==> config.mk <==
export PLATFORM = sky130hd
export DESIGN_NAME = shift_add_multiplier_16b
export DESIGN_NICKNAME = d
export VERILOG_FILES = /design/src/rtl/shift_add_multiplier_16b.sv
export SDC_FILE = /design/constraint.sdc
export NUM_CORES = 1
export LEC_CHECK = 0
export ABC_AREA = 1
export CORE_ASPECT_RATIO = 0.8
export CORE_UTILIZATION = 40
export DETAILED_ROUTE_END_ITERATION = 8
export PLACE_DENSITY = 0.75
export SLEW_MARGIN = 20
export SYNTH_ARGS = -nofsm -noshare
export SYNTH_HDL_FRONTEND = slang
export SYNTH_SLANG_ARGS = --single-unit
==> constraint.sdc <==
create_clock -name iClk -period 2.9 [get_ports iClk]
set_clock_uncertainty 0.2 [all_clocks]
set_input_delay 0.87 -clock iClk [delete_from_list [all_inputs] [get_ports iClk]]
set_output_delay 0.87 -clock iClk [all_outputs]
set_load 0.02 [all_outputs]
==> src/rtl/shift_add_multiplier_16b.sv <==
// rtl/shift_add_multiplier_16b.sv - radix-2 shift-add 16x16->32 unsigned multiplier
// Sixteen iterations through one carry-lookahead adder, with a start/busy/done handshake.

module carry_lookahead_adder_16b (
  input  logic [15:0] iA,
  input  logic [15:0] iB,
  input  logic        iCarryIn,
  output logic [15:0] oSum,
  output logic        oCarryOut
);

  logic [15:0] gen;
  logic [15:0] prop;
  logic [3:0]  grpGen;
  logic [3:0]  grpProp;
  logic [4:0]  grpCarry;
  logic [15:0] carry;

  // Bit and 4-bit group generate/propagate terms.
  always_comb begin
    gen     = iA & iB;
    prop    = iA ^ iB;
    grpGen  = '0;
    grpProp = '0;
    for (int k = 0; k < 4; k++) begin
      grpGen[k]  = gen[4*k+3]
                 | (prop[4*k+3] & gen[4*k+2])
                 | (prop[4*k+3] & prop[4*k+2] & gen[4*k+1])
                 | ((&prop[4*k+3 -: 3]) & gen[4*k]);
      grpProp[k] = &prop[4*k +: 4];
    end
  end

  // Second-level lookahead across the four groups.
  always_comb begin
    grpCarry[0] = iCarryIn;
    grpCarry[1] = grpGen[0] | (grpProp[0] & iCarryIn);
    grpCarry[2] = grpGen[1] | (grpProp[1] & grpGen[0])
                | (grpProp[1] & grpProp[0] & iCarryIn);
    grpCarry[3] = grpGen[2] | (grpProp[2] & grpGen[1])
                | (grpProp[2] & grpProp[1] & grpGen[0])
                | (grpProp[2] & grpProp[1] & grpProp[0] & iCarryIn);
    grpCarry[4] = grpGen[3] | (grpProp[3] & grpGen[2])
                | (grpProp[3] & grpProp[2] & grpGen[1])
                | (grpProp[3] & grpProp[2] & grpProp[1] & grpGen[0])
                | (grpProp[3] & grpProp[2] & grpProp[1] & grpProp[0] & iCarryIn);
  end

  always_comb begin
    carry = '0;
    for (int k = 0; k < 4; k++) begin
      carry[4*k]   = grpCarry[k];
      carry[4*k+1] = gen[4*k] | (prop[4*k] & grpCarry[k]);
      carry[4*k+2] = gen[4*k+1] | (prop[4*k+1] & gen[4*k])
                   | (prop[4*k+1] & prop[4*k] & grpCarry[k]);
      carry[4*k+3] = gen[4*k+2] | (prop[4*k+2] & gen[4*k+1])
                   | (prop[4*k+2] & prop[4*k+1] & gen[4*k])
                   | (prop[4*k+2] & prop[4*k+1] & prop[4*k] & grpCarry[k]);
    end
  end

  assign oSum      = prop ^ carry;
  assign oCarryOut = grpCarry[4];

endmodule

module shift_add_multiplier_16b #(
  parameter int WIDTH = 16
) (
  input  logic               iClk,
  input  logic               iRst,
  input  logic               iStart,
  input  logic [WIDTH-1:0]   iA,
  input  logic [WIDTH-1:0]   iB,
  output logic               oBusy,
  output logic               oDone,
  output logic [2*WIDTH-1:0] oProduct
);

  generate
    if (WIDTH != 16) begin : gWidthCheck
      $error("shift_add_multiplier_16b: WIDTH must be 16");
    end
  endgenerate

  typedef enum logic [1:0] {
    IDLE = 2'd0,
    RUN  = 2'd1,
    DONE = 2'd2
  } stateT;

  stateT              state;
  stateT              stateNext;
  logic [WIDTH-1:0]   rMcand;
  logic [2*WIDTH-1:0] rAcc;
  logic [4:0]         rCnt;
  logic [WIDTH-1:0]   adderAddend;
  logic [WIDTH-1:0]   adderSum;
  logic               adderCarry;
  logic [2*WIDTH-1:0] accNext;
  logic               lastIter;

  // Add the multiplicand only when the current multiplier bit is set.
  assign adderAddend = rAcc[0] ? rMcand : '0;

  carry_lookahead_adder_16b uAdder (
    .iA        (rAcc[2*WIDTH-1:WIDTH]),
    .iB        (adderAddend),
    .iCarryIn  (1'b0),
    .oSum      (adderSum),
    .oCarryOut (adderCarry)
  );

  // Carry becomes bit 31 so the 33-bit partial sum never loses its top bit.
  assign accNext  = {adderCarry, adderSum, rAcc[WIDTH-1:1]};
  assign lastIter = (rCnt == 5'd15);

  always_ff @(posedge iClk) begin
    if (iRst) begin
      state <= IDLE;
    end else begin
      state <= stateNext;
    end
  end

  always_comb begin
    stateNext = state;
    oBusy     = 1'b0;
    oDone     = 1'b0;
    case (state)
      IDLE: begin
        if (iStart) begin
          stateNext = RUN;
        end
      end
      RUN: begin
        oBusy = 1'b1;
        if (lastIter) begin
          stateNext = DONE;
        end
      end
      DONE: begin
        oBusy     = 1'b1;
        oDone     = 1'b1;
        stateNext = IDLE;
      end
      default: begin
        stateNext = IDLE;
      end
    endcase
  end

  always_ff @(posedge iClk) begin
    if (iRst) begin
      rMcand   <= '0;
      rAcc     <= '0;
      rCnt     <= '0;
      oProduct <= '0;
    end else begin
      case (state)
        IDLE: begin
          if (iStart) begin
            rMcand <= iA;
            rAcc   <= {{WIDTH{1'b0}}, iB};
            rCnt   <= '0;
          end
        end
        RUN: begin
          rAcc <= accNext;
          rCnt <= rCnt + 5'd1;
          if (lastIter) begin
            oProduct <= accNext;
          end
        end
        default: begin
        end
      endcase
    end
  end

endmodule

Yosys cells after proc, flatten, opt, wreduce, memory -nomap -nowiden
Cells that the tools add are included.
{"block": "totals", "wordCells": 133, "regBits": 87, "out_inout_bits": 34}
{"block": "classes", "add_sub_neg": 1, "n_mux": 10, "n_eq_ne": 5, "bitwise": 98, "reduce_logical": 14}
{"operator": "32-bit case mux with 2 select lines", "count": 1}
{"operator": "1-bit AND", "count": 56}
{"operator": "1-bit OR", "count": 39}
{"operator": "32-bit two-way mux", "count": 1}
{"operator": "16-bit XOR", "count": 2}
{"operator": "16-bit AND", "count": 1}
{"operator": "16-bit two-way mux", "count": 1}
{"operator": "3-bit AND reduction", "count": 4}
{"operator": "4-bit AND reduction", "count": 3}
{"operator": "5-bit case mux with 2 select lines", "count": 1}
{"operator": "2-bit AND reduction", "count": 4}
{"operator": "5-bit by 1-bit adder with 5-bit output (second input constant)", "count": 1}
{"operator": "5-bit by 4-bit == test with 1-bit output (second input constant)", "count": 1}
{"operator": "5-bit two-way mux", "count": 1}
{"operator": "2-bit two-way mux", "count": 2}
{"operator": "2-bit != test (second input constant)", "count": 2}
{"operator": "2-bit case mux with 2 select lines", "count": 1}
{"operator": "2-bit by 1-bit == test with 1-bit output (second input constant)", "count": 1}
{"operator": "2-bit == test (second input constant)", "count": 1}
{"operator": "2-bit zero test", "count": 1}
{"operator": "1-bit two-way mux", "count": 2}
{"operator": "2-bit nonzero test", "count": 1}
{"operator": "2-bit OR reduction", "count": 1}

Logic depth before layout (Yosys ltp)
{"block": "depth", "word_depth": 13, "ltp_mapped": 18}

Cells and area by module
Synthesis repeated with hierarchy kept, for this count alone.
{"block": "unflattened", "cells_unflattened": 616, "hier_area_um2": 4325.4}
{"mod": "shift_add_multiplier_16b", "cells_per_inst": 493, "area_each_um2": 3557.2, "instances": 1, "seq_area_each_um2": 1741.7}
{"mod": "carry_lookahead_adder_16b", "cells_per_inst": 123, "area_each_um2": 768.2, "instances": 1, "seq_area_each_um2": 0.0}

Worst setup path before layout
OpenSTA, ideal clock, no wires.
{"block": "synth_timing", "path_type": "flip-flop to flip-flop", "startpoint": "register rAcc[0]", "endpoint": "register rAcc[28]", "required_time_ns": 2.629, "arrival_ns": 2.369, "n_path_buf": 2, "path_slack_ns": 0.260, "path_stages_with_launch": 15, "cell_sequence": "dfxtp_1 clkbuf_1 clkbuf_1 nand2_1 inv_1 ha_1 nand2_1 nor2_4 and2_1 nand2_1 nand3_2 fa_1 xor2_1 nand2_1 a21oi_1"}
{"block": "synth_between", "elab_chain_len": 13, "word_cells_on_any_way": 38, "cone_classes": "mux: 2; bitwise: 31; reduce/logical: 5"}
{"element": "start: declaration", "line_no": "95", "source": "logic [2*WIDTH-1:0] rAcc;"}
{"element": "start signal: assignment", "line_no": "164", "source": "rAcc <= {{WIDTH{1'b0}}, iB};"}
{"element": "start signal: assignment", "line_no": "169", "source": "rAcc <= accNext;"}
{"element": "16-bit two-way mux (*)", "line_no": "104", "source": "assign adderAddend = rAcc[0] ? rMcand : '0;"}
{"element": "16-bit XOR / 16-bit AND (equally long branches)", "line_no": "22, 21"}
{"element": "1-bit AND, on equally long branches", "line_no": "27, 28"}
{"element": "1-bit OR / 1-bit AND (equally long branches)", "line_no": "27, 28"}
{"element": "1-bit OR", "line_no": "28", "source": "| (prop[4*k+3] & prop[4*k+2] & gen[4*k+1])"}
{"element": "1-bit OR", "line_no": "29", "source": "| ((&prop[4*k+3 -: 3]) & gen[4*k]);"}
{"element": "1-bit AND", "line_no": "40", "source": "grpCarry[3] = grpGen[2] | (grpProp[2] & grpGen[1])"}
{"element": "1-bit OR", "line_no": "40"}
{"element": "1-bit OR", "line_no": "41", "source": "| (grpProp[2] & grpProp[1] & grpGen[0])"}
{"element": "1-bit AND", "line_no": "53", "source": "carry[4*k+1] = gen[4*k] | (prop[4*k] & grpCarry[k]);"}
{"element": "1-bit OR", "line_no": "53"}
{"element": "16-bit XOR (*)", "line_no": "62", "source": "assign oSum = prop ^ carry;"}
{"element": "32-bit case mux with 2 select lines (*)", "line_no": "160", "source": "case (state)"}
Mark *: on every way between the ends. The rest lies on a longest branch, timed or not.
A chain may end at the register's enable or synchronous reset.

Worst setup path after layout
{"block": "layout_timing", "startpoint": "register state[0]", "endpoint": "output oBusy"}
{"block": "layout_between", "elab_chain_len": 3, "word_cells_on_any_way": 4, "cone_classes": "eq/ne: 2; mux: 1; reduce/logical: 1"}
{"element": "start: declaration", "line_no": "92", "source": "stateT state;"}
{"element": "start signal: assignment", "line_no": "122", "source": "state <= stateNext;"}
{"element": "2-bit by 1-bit == test with 1-bit output / 2-bit == test (equally long branches)", "line_no": "130", "source": "case (state)"}
{"element": "2-bit OR reduction (no source line) (*)"}
{"element": "1-bit two-way mux (*)", "line_no": "130"}
{"element": "end: declaration", "line_no": "75", "source": "output logic oBusy,"}
Marks and branches as above.

==> results by group <==
Status
  – Outcome: finished clean

Synthesis
  – Flip-flop and latch count after synthesis: 87
  – Total standard cell area after synthesis: roughly 0.0042 sq mm
  – Count of unique library cells instantiated by Yosys: 35
  – Net count of the mapped netlist: around 630
  – Average footprint of a synthesized cell: around 7.4 sq um
  – Number of synthesis warnings: 0
  – Sequential share of the synthesized area: 0.4190
  – Cell count after synthesis: between 500 and 600

Cells and area
  – Number of nets in the layout: 686
  – Commonest cells after routing, fill and taps aside: 121 x sky130_fd_sc_hd__nand2_1, 88 x sky130_fd_sc_hd__nor2_1, 86 x sky130_fd_sc_hd__dfxtp_1
  – Design area: 0.005249 sq mm
  – Fill count: ~940
  – Area delta synth->final: 26.28%
  – Layout cells sized above 1: 0.08558
  – Most common cell after layout, fill and taps aside: sky130_fd_sc_hd__nand2_1
  – Ant. Diodes: 0

Die
  – Count of standard-cell rows: 32
  – Full die area: around 0.011 sq mm
  – Number of top-level design ports: between 60 and 70
  – Die boundary width: around 120 microns
  – Die Y-Extent: between 90 and 100 microns
  – Starting utilization of the core area: 0.4220
  – Core Area: 0.009849 sq mm

Worst setup path
  – Slowest cell delay on critical path: 0.59 ns
  – Startpoint class of the critical path: flip-flop
  – Worst path required time: 1.83 ns
  – RR Startpoint: rAcc[0]$_SDFFE_PP0P_
  – Cells along the critical path: inv_1 > ha_1 > clkdlybuf4s50_1
  – Arr. time, crit path: about 1.6 ns
  – CP Capture Type: output port
  – Worst setup path start: state[0]$_SDFFE_PP0P_
  – Top fanout value on the critical path: 3
  – Kind of critical path: flip-flop to output port
  – Standard cell with the maximum stage delay on the critical path: sky130_fd_sc_hd__clkdlybuf4s50_1

Timing
  – Measured slew at the worst slew-check pin: about 0.44 ns
  – Total Neg Setup Slack: 0 ns
  – Unrepaired setup endpoints after global routing: no
  – Fraction of the cycle the final worst path needs: 0.9351
  – Tmin final: approximately 2.7 ns
  – Headroom to the max-slew limit: 0.7065
  – Hold Fails Final Rpt: 0
  – Count of final max-slew check failures: 0
  – Maximum clock frequency: about 370 MHz
  – Final-report setup violation count: 0

Detailed routing
  – Detailed Route Iter0 Violations: between 200 and 250
  – Mean number of vias per cell: 4.888
  – Final wirelength: slightly above 10000 microns
  – Number of nets with antenna violations after detailed routing: 0
  – Vias after detailed routing: between 3000 and 4000
  – Detail-routed net length per standard cell: around 13 microns
  – Number of remaining DRC errors: 0
  – TritonRoute pass-1 iters: 5

CTS
  – Htree depth: 3
  – Clock tree from TritonCTS: built
  – Hold buffer count at CTS: 0
  – Clock Sink Count: 87
  – Number of CTS-inserted buffers: 9
  – Post-CTS clock slew at the launch and capture registers of the worst setup and hold paths: approximately 0.070 ns
  – Number of buffers between clock root and the deepest sink: 2
  – Later-pin clock latency in the skew report: 0.34 ns
  – Post-CTS Repair Setup Buffers: 0
  – Buffer type at the clock tree root: sky130_fd_sc_hd__clkbuf_16

Hold path
  – Min-Delay Startpoint: oProduct[27]$_SDFFE_PP0P_
  – Hold WC Path Type: flip-flop to flip-flop

Pwr
  – Clock network power share: 0.412
  – Sequential share of power: 0.485
  – Share of power burned in combinational logic: 0.103
  – Total power per unit cell area: approximately 500 mW/mm^2
  – Leak pwr: 0.002297 uW
  – Switch share: 0.2628
  – Power Internal: 1947 uW
  – Power dissipated by switching net loads: 694.1 uW
  – Worst IR Drop VDD: between 0.0002 and 0.0003 V

GRT
  – Largest net degree at the start of global routing: 61
  – Via count of the first global-routing pass: around 3600
  – GR Overflow Total: 0
  – First-pass GRT wire length: 16930 microns
  – GRT Total Usage: 0.2017
  – Antenna violations before repair: 0

Placement
  – Dpl cell area: between 0.004 and 0.005 sq mm
  – Number of buffers inserted by port buffering: between 60 and 70
  – Final HPWL DP: 7048 microns
  – Weighted congestion reported at the end of routability-driven placement: 0.8222

Flow run
  – Number of max-cap violations: 0
## power by group through the flow
stage / sequential [uW] / combinational, uW / clock, uW
finish: 1280 / 272 / 1090
floorplan: 1290 / 175 / 0
detailed placement: 1310 / 268 / 0
global placement: 1300 / 262 / 0
CTS: 1280 / 272 / 1100
global route: 1290 / 305 / 1150
## registers in the layout, summed over array words and instances (netlist names)
signal / cells
oProduct: 32
state: 2
rCnt: 5
rMcand: 16
rAcc: 32
## layout make-up
class                   instances  area (sq um)  area share
well taps                     136         170.2     0.03242
inverters                      53         198.9     0.03790
clock inverters                 7         52.55     0.01001
flip-flops and latches         87          1743      0.3321
clock buffers                   9         225.2     0.04291
repair buffers                 78         780.7      0.1487
multi-input cells             397          2078      0.3959
## synth_stat cells, drive strengths merged
cell type	count	area, sq um
or2	3	18.77
nand3b	1	7.510
and3	1	6.260
a21o	1	7.510
xor2	4	35.03
buf	12	71.31
nand2	129	509.2
clkinv	2	7.510
nor2	93	366.6
and2	2	12.51
dfxtp	87	1742
nand4	1	6.260
fa	4	80.08
clkbuf	16	70.06
xnor2	2	17.52
nor3	2	10.01
o22ai	2	12.51
inv	51	191.4
o21bai	1	7.510
a31oi	17	106.4
a21oi	33	172.7
nand3	15	110.1
o21ai	65	325.3
ha	21	262.8
## critical path: cells and delay by family, from the launching register on
family                   cells  cell delay [ns]
adder cells (fa/ha/maj)      1             0.27
buffers and inverters        2             0.66
flip-flops                   1             0.37
## per-stage QoR
| step | worst slack [ns] | power, uW | instances | util | hold slack, ns |
|---|---|---|---|---|---|
| floorplan | 0.2596 | 1465 | 565 | - | 0.2425 |
| global placement | 0.3441 | 1567 | 751 | 0.5046 | 0.2551 |
| detailed placement | 0.2656 | 1573 | 751 | 0.5046 | 0.2665 |
| CTS | 0.1804 | 2650 | 767 | 0.5328 | 0.2768 |
| global route | 0.1224 | 2741 | 767 | 0.5329 | 0.2884 |
| finish | 0.1883 | 2641 | 767 | 0.5329 | 0.2721 |
## layer usage
metal  up-vias  wire [microns]  track usage
met5         -               0            0
met4         0             158      0.08226
met3        14             712      0.04213
met2       103            4318       0.3001
met1      1702            5113       0.2824
li1       1930               -            -
## timing repair
item                                    CTS  global route
endpoints found under the hold margin     0             0
gates resized for setup                   0             1
endpoints found under the setup margin    0             1
## worst paths after layout
path,slack (ns),cells past startpoint,to
min,0.27,2,oProduct[27]$_SDFFE_PP0P_
max reg2reg,0.38,13,rAcc[28]$_SDFFE_PP0P_
max,0.19,3,oBusy
min reg2reg,0.27,2,oProduct[27]$_SDFFE_PP0P_
## cells by family (layout without fill, tap and decap cells)
kind of cell,count (synthesis),count (layout),synth area share
fa+ha+maj,25,25,0.08248
xor+xnor,6,6,0.01264
flops,87,87,0.4190
simple gates,247,247,0.2520
buf+inv,81,147,0.08187
compound gates,119,119,0.1520
Power figures use the tool's default switching activity.
